File: config.mk
export PLATFORM = sky130hd
export DESIGN_NAME = idu_decode_queue
export DESIGN_NICKNAME = d
export VERILOG_FILES = /design/src/rtl/idu_decode_queue.sv
export SDC_FILE = /design/constraint.sdc
export NUM_CORES = 2
export LEC_CHECK = 0
export BUFFER_PORTS_ARGS = -buffer_cell sky130_fd_sc_hd__buf_2
export CORE_ASPECT_RATIO = 0.8
export CORE_UTILIZATION = 39
export CTS_BUF_LIST = sky130_fd_sc_hd__clkbuf_8
export CTS_CLUSTER_SIZE = 14
export DETAILED_ROUTE_END_ITERATION = 12
export PLACE_DENSITY = 0.66
export SLEW_MARGIN = 20
export SYNTH_ARGS = -nofsm -noshare
export SYNTH_HDL_FRONTEND = slang
export SYNTH_SLANG_ARGS = --single-unit
export TNS_END_PERCENT = 100
File: constraint.sdc
create_clock -name clk -period 11.3 [get_ports clk]
set_input_delay 1.695 -clock clk [delete_from_list [all_inputs] [get_ports clk]]
set_output_delay 1.695 -clock clk [all_outputs]
set_load 0.02 [all_outputs]
File: src/rtl/idu_decode_queue.sv
// Multi-lane in-order decoded-instruction queue between decode and issue.
// Each cycle it accepts a sparse group of bundles (compacted in lane order) and presents the oldest LANES_OUT entries.
module idu_decode_queue #(
    parameter int LANES_IN  = 2,
    parameter int LANES_OUT = 2,
    parameter int DEPTH     = 8,
    parameter int PAYLOAD_W = 128,
    localparam int CNT_W    = $clog2(DEPTH + 1),
    localparam int DEQ_W    = $clog2(LANES_OUT + 1)
) (
    input  logic                           clk,
    input  logic                           rst_n,
    input  logic                           flush_i,
    input  logic [LANES_IN-1:0]            in_valid_i,
    input  logic [LANES_IN*PAYLOAD_W-1:0]  in_payload_i,
    output logic                           in_ready_o,
    output logic [LANES_OUT-1:0]           out_valid_o,
    output logic [LANES_OUT*PAYLOAD_W-1:0] out_payload_o,
    input  logic [DEQ_W-1:0]               deq_cnt_i,
    output logic [CNT_W-1:0]               count_o,
    output logic                           empty_o,
    output logic                           full_o
);

    // A single-entry queue still gets a 1-bit pointer over two physical slots; the count caps occupancy at one.
    localparam int PTR_W = (DEPTH > 1) ? $clog2(DEPTH) : 1;
    localparam int SLOTS = 1 << PTR_W;
    localparam int CMP_W = (CNT_W > DEQ_W) ? CNT_W : DEQ_W;
    localparam logic [CNT_W-1:0] READY_MAX = CNT_W'(DEPTH - LANES_IN);
    localparam logic [CNT_W-1:0] FULL_CNT  = CNT_W'(DEPTH);

    logic [PAYLOAD_W-1:0] mem_q [SLOTS];
    logic [PTR_W-1:0]     rdPtr_q, rdPtr_d;
    logic [PTR_W-1:0]     wrPtr_q, wrPtr_d;
    logic [CNT_W-1:0]     count_q, count_d;

    logic [CNT_W-1:0]     laneOff [LANES_IN];
    logic [PTR_W-1:0]     wrIdx   [LANES_IN];
    logic [PTR_W-1:0]     rdIdx;
    logic [CNT_W-1:0]     enqN;
    logic [CNT_W-1:0]     enqAcc;
    logic [CMP_W-1:0]     deqN;
    logic                 enqFire;

    assign in_ready_o = !flush_i && (count_q <= READY_MAX);
    assign enqFire    = in_ready_o && (|in_valid_i);
    assign enqAcc     = enqFire ? enqN : '0;

    // Each valid lane goes to the slot after all lower-numbered valid lanes, which closes gaps in the mask.
    always_comb begin
        enqN = '0;
        for (int k = 0; k < LANES_IN; k++) begin
            laneOff[k] = enqN;
            wrIdx[k]   = wrPtr_q + PTR_W'(enqN);
            enqN       = enqN + CNT_W'(in_valid_i[k]);
        end
    end

    always_comb begin
        deqN = CMP_W'(deq_cnt_i);
        if (deqN > CMP_W'(count_q)) begin
            deqN = CMP_W'(count_q);
        end
        if (deqN > CMP_W'(LANES_OUT)) begin
            deqN = CMP_W'(LANES_OUT);
        end
    end

    always_comb begin
        rdPtr_d = rdPtr_q;
        wrPtr_d = wrPtr_q;
        count_d = count_q;
        if (flush_i) begin
            rdPtr_d = '0;
            wrPtr_d = '0;
            count_d = '0;
        end else begin
            wrPtr_d = wrPtr_q + PTR_W'(enqAcc);
            rdPtr_d = rdPtr_q + PTR_W'(deqN);
            count_d = count_q + enqAcc - CNT_W'(deqN);
        end
    end

    always_ff @(posedge clk or negedge rst_n) begin
        if (!rst_n) begin
            rdPtr_q <= '0;
            wrPtr_q <= '0;
            count_q <= '0;
        end else begin
            rdPtr_q <= rdPtr_d;
            wrPtr_q <= wrPtr_d;
            count_q <= count_d;
        end
    end

    // Storage is deliberately left out of reset; occupancy alone decides what is visible.
    always_ff @(posedge clk) begin
        if (enqFire) begin
            for (int k = 0; k < LANES_IN; k++) begin
                if (in_valid_i[k]) begin
                    mem_q[wrIdx[k]] <= in_payload_i[k*PAYLOAD_W +: PAYLOAD_W];
                end
            end
        end
    end

    always_comb begin
        out_valid_o   = '0;
        out_payload_o = '0;
        rdIdx         = rdPtr_q;
        for (int j = 0; j < LANES_OUT; j++) begin
            rdIdx = rdPtr_q + PTR_W'(j);
            if (count_q > CNT_W'(j)) begin
                out_valid_o[j]                          = 1'b1;
                out_payload_o[j*PAYLOAD_W +: PAYLOAD_W] = mem_q[rdIdx];
            end
        end
    end

    assign count_o = count_q;
    assign empty_o = (count_q == '0);
    assign full_o  = (count_q == FULL_CNT);

endmodule
---- Word level (Yosys, flattened, before mapping) ----
Memory sizes are Yosys's and may differ from the RTL's.
Cells that the tools add are included.
storage, ports and cells
  flip-flop bits (word level) ............. 10
  bits in latches ......................... 0
  bits in writable memories ............... 1024
  bits in read-only memories .............. 0
  word-level logic and storage cells ...... 38
  memories kept ........................... 1
memories
  name   words  bits a word  read ports  clocked after memory_dff  write ports  RTL line  text
  mem_q  8      128          2           0                         2            32        logic [PAYLOAD_W-1:0] mem_q [SLOTS];
cells by class
  add/subtract/negate cells ............... 7
  $mul .................................... 0
  divide/modulo/power cells ............... 0
  $lt $le $gt $ge ......................... 5
  equality and inequality tests ........... 1
  shifts and indexed selects .............. 0
  multiplexer cells ....................... 16
  bitwise logic cells ..................... 0
  reductions and logical operators ........ 5
operators with widths
  kind                   count
  $mux W128              2
  $mux W4                4
  $gt A4 B1 Y1 const B   2
  $mux W1                8
  $add A3 B3 Y3          2
  $mux W3                2
  $add A4 B4 Y4          1
  $eq A4 B4 Y1 const B   1
  $gt A2 B4 Y1           1
  $gt A4 B2 Y1 const B   1
  $le A4 B3 Y1 const B   1
  $logic_not A4 Y1       1
  $sub A4 B4 Y4          1
  $add A3 B1 Y3          1
  $add A3 B1 Y3 const B  1
  $add A1 B1 Y2          1
  $logic_and A1 B1 Y1    2
  $reduce_or A2 Y1       1
  $logic_not A1 Y1       1

---- Logic depth before layout (Yosys ltp) ----
  word-level depth ........................ 7
  gate-level depth with buffers ........... 13

---- Least setup slack after synthesis ----
Ideal clock, no wire load.
  path kind ............................... input-to-reg
  start ................................... input port in_valid_i[0]
  end ..................................... memory mem_q[3][0], enable pin
  arrival time ............................ 8.661 ns
  data required time ...................... 10.642 ns
  slack ................................... 1.980 ns
  stages .................................. 5
  path through ............................ ha_1 > ha_1 > xnor2_1 > nand3_1 > a21oi_1
RTL lines
  what         RTL line  text
  from (decl)  14        input logic [LANES_IN-1:0] in_valid_i,
  to (decl)    32

---- Worst setup path in the final report ----
  start ................................... register rdPtr_q[1]
  end ..................................... output port out_payload_o[158]
on the way
  cells in the longest elaborated chain, start to end .. 3
RTL lines
  what                    RTL line  text
  from (decl)             33        logic [PTR_W-1:0] rdPtr_q, rdPtr_d;
  from (signal assigned)  90        rdPtr_q <= rdPtr_d;
  $add A3 B1 Y3           112       rdIdx = rdPtr_q + PTR_W'(j);
  $mem_v2 Z8 W128         --
  $mux W128               113       if (count_q > CNT_W'(j)) begin
  to (decl)               18        output logic [LANES_OUT*PAYLOAD_W-1:0] out_payload_o,
Every way passes these cells.

==> impl_results.md <==
- Wirelength, routed: 182000 um
- Final clock period utilization by the worst path: 61.7%
- Mapped Cells: 3234
- Number of enable-type register cells in the synthesized netlist: about 1000
- Crit path DAT: 5.27 ns
- Top cell by count, worst path: buf_4
- Count of buffer and inverter cells on the critical path: 3
- Largest net degree at the start of global routing: between 100 and 150
- Clock period minus final worst setup slack: approximately 7 ns
- Sequential fraction of the synthesis area: 52.8%
- Fraction of registers with async set/reset: less than 1%
- Routed WL per cell: slightly above 30 um
- First-pass iteration count of the detailed router: 7
- Critical path data required time: slightly below 10 ns
- Syn. warnings: 0
- Worst hold-check path type: in2async
- Count of instances resized after the clock tree is built: 0
- Per-instance average area after synthesis: between 15 and 20 sq um
- Setup Viol. Count Final: 0
- RePlAce Congestion: ~0.79
- CP startpoint: rdPtr_q[1]$_DFF_PN0_
- Share of the synthesized area in the top cell type: 52.4%
- Commonest non-fill, non-tap cells in the layout: 1024 x edfxtp_1, 816 x mux2_1, 527 x buf_2
- Largest area contributor in the netlist: edfxtp_1
- Initial antenna violation count: between 40 and 50
- Via density: just over 6
- Number of library cell types mapped by synthesis: 38
- Reg2reg setup slack: 7.06 ns
- Fin Setup TNS: 0 ns
- Leading post-synthesis cells by cell area: edfxtp_1 52%, mux4_2 20%, mux2_1 16%, mux2_2 4.0%, a22o_1 3.8%
- Total die area: roughly 150000 sq um
- Share of final-layout standard cells stronger than drive strength 1: approximately two fifths
- Internal: about 9.1 mW
- Clk pwr share: between 20% and 30%
- Number of global-route vias before repair: ~37000
- Worst relative slew slack: 21.2%
- Hpwl dp: between 100000 and 150000 um
- Clk slew on worst S/H paths: ~0.07 ns
- Static Leakage: 22.4 nW
- Total power draw: roughly 15 mW
- Bufs on Longest Clock Path: 3
- Level count of the clock H-tree: 4
- # clock sinks: around 1000
- Post-synthesis net count: roughly 3500
- Main synth FF type: edfxtp_1
- Unrepaired setup endpoints after global routing: false
- Type of the worst setup path: reg2out
- Final Hold Vio Count: 0
- Power spent charging and discharging nets: roughly 6.0 mW
- Count of hold buffers inserted by post-cts repair: 0
- Share of power burned in combinational logic: 47.7%
- Series of cell instances along the critical path: ha_4, xnor2_1, and2_4, buf_4, buf_4, a22o_1, buf_2
- Most common cell after layout, fill and taps aside: edfxtp_1
- Starting DRC count in detailed routing: around 3300
- Result of the run: finished clean
- Area delta synth->final: 13.4%
- Count of maximum capacitance violations: 0
- Minimum setup slack after placement: about 5.2 ns
- Via total after detailed routing: 35800
- Root Buffer: clkbuf_8
- Std cell rows: roughly 130
- Tightest Pin Transition: ~1.2 ns
- Area of the mapped netlist: between 50000 and 60000 sq um
- Switching part of the total power: roughly 40%
- Cell family with most CP delay: buffers and inverters
- Ports: 528
- Power per Cell Area: 227 nW/um^2
- Largest clock skew in the final design: 0.0381 ns
- Post-CTS Setup Bufs: 0
- Clock network latency to the later pin of the worst-skew pair: roughly 0.96 ns
- Count of state elements after synthesis: around 1000
- Global-route wire length before repair: around 260000 um
- Y dimension of the die: 349 um
- Maximum achievable frequency: approximately 140 MHz
- Number of buffers inserted during clock tree synthesis: roughly 180
- Floorplan Core Area: between 100000 and 150000 sq um
- Worst voltage drop across the vdd grid: 0.000330 V
- Fill cell instance count of the final layout: between 10000 and 15000
- Horiz. Die Dim: approximately 440 um
- Kind of start point of the critical path: flip-flop
- Share of power burned in registers: roughly 30%
- # DRC: 0
- Clock tree from TritonCTS: done
- Highest-delay cell along the critical path: dfrtp_4
- Crit-path max FO: between 40 and 50
- Crit end category: primary output
- Max-slew violation total from the final report: 0
- Worst Setup Slack, final: around 4.3 ns
- Number of nets in the final layout: between 4000 and 5000
- Number of antenna-violating nets in the routed design: 0
- Effective utilization at floorplan: between 30% and 40%
- Reg2reg start: wrPtr_q[0]$_DFF_PN0_
- Maximum single-stage delay on the critical path: about 0.96 ns
- PortBufs: roughly 530
- Grt ovf: 0
- Gr usage total: a little under a quarter
worst reg2reg max path: cells and delay by family, from the launching register on:
| family | cells | cell delay, ns |
|---|---|---|
| AND/OR/NAND/NOR | 2 | 0.95 |
| XOR/XNOR | 1 | 0.31 |
| buffers and inverters | 2 | 1.39 |
| adder cells (fa/ha/maj) | 2 | 0.45 |
| AO/OA/AOI/OAI | 1 | 0.20 |
| flip-flops | 1 | 0.49 |
per-layer routing:
| layer | global-route usage (%) | routed length (um) | part of all wire, % | vias up |
|---|---|---|---|---|
| met1 | 31.0 | 73800 | 41 | 19000 |
| met3 | 4.94 | 13900 | 7.7 | 345 |
| met4 | 8.71 | 5650 | 3.1 | 22 |
| met5 | 0 | 136 | 0.075 | - |
| li1 | - | - | - | 14900 |
| met2 | 38.3 | 88000 | 48 | 1517 |
Yosys cell counts, drive strengths merged, types with 3 or more instances:
master	n
nand3	9
xnor2	6
and2	5
buf	199
nand2	8
dfrtp	10
mux4	512
a21oi	11
nor3	6
ha	17
edfxtp	1024
mux2	1025
inv	14
clkbuf	87
fa	4
nor2	17
nor2b	8
nand2b	3
a22o	256
cell type report:
class | count | area, sq um | area share (%)
tap | 1984 | 2480 | 3.73
clock inverter | 134 | 801 | 1.20
inverter | 14 | 52.6 | 0.0790
clock buffer | 182 | 2500 | 3.77
antenna | 31 | 77.6 | 0.117
multi-input combinational | 1900 | 26300 | 39.5
sequential | 1034 | 31000 | 46.6
timing repair buffer | 606 | 3320 | 4.99
power groups by stage:
stage / Sequential [mW] / Combinational, mW / Clock, mW
floorplan: 4.59 / 4.92 / 0
global placement: 4.63 / 7.20 / 0
detailed placement: 4.64 / 7.22 / 0
CTS: 4.56 / 7.23 / 3.40
global route: 4.58 / 7.51 / 3.56
finish: 4.56 / 7.19 / 3.32
cells by family after synthesis:
logic type	Yosys count	synth area share, %
mux	1537	39.3
flops	1034	52.8
buf+inv	300	2.65
compound gates	274	4.03
simple gates	61	0.552
fa+ha+maj	21	0.499
xor+xnor	7	0.104
registers in the layout, summed over array words and instances, names as in the netlist:
register / cells
wrPtr_q: 3
rdPtr_q: 3
count_o: 4
mem_q: 1024
path summary, 6_finish.rpt:
path	end	depth (start not counted)
max	out_payload_o[158]	7
min	count_o[1]$_DFF_PN0_	1
max reg2reg	mem_q[2][13]$_DFFE_PP_	8
min reg2reg	rdPtr_q[2]$_DFF_PN0_	2
max in group asynchronous	rdPtr_q[0]$_DFF_PN0_	1
min in group clk	rdPtr_q[2]$_DFF_PN0_	2
metrics by stage:
step                hold WS [ns]  utilization (%)  instances  instance area [sq um]
floorplan                  0.553                -       3234                  58700
global placement           0.708             42.5       5536                  63100
detailed placement         0.693             42.5       5537                  63100
CTS                        0.519             44.8       5853                  66400
global route               0.565             44.8       5874                  66500
finish                     0.619             44.8       5885                  66500
(Power assumes the default switching activity.)
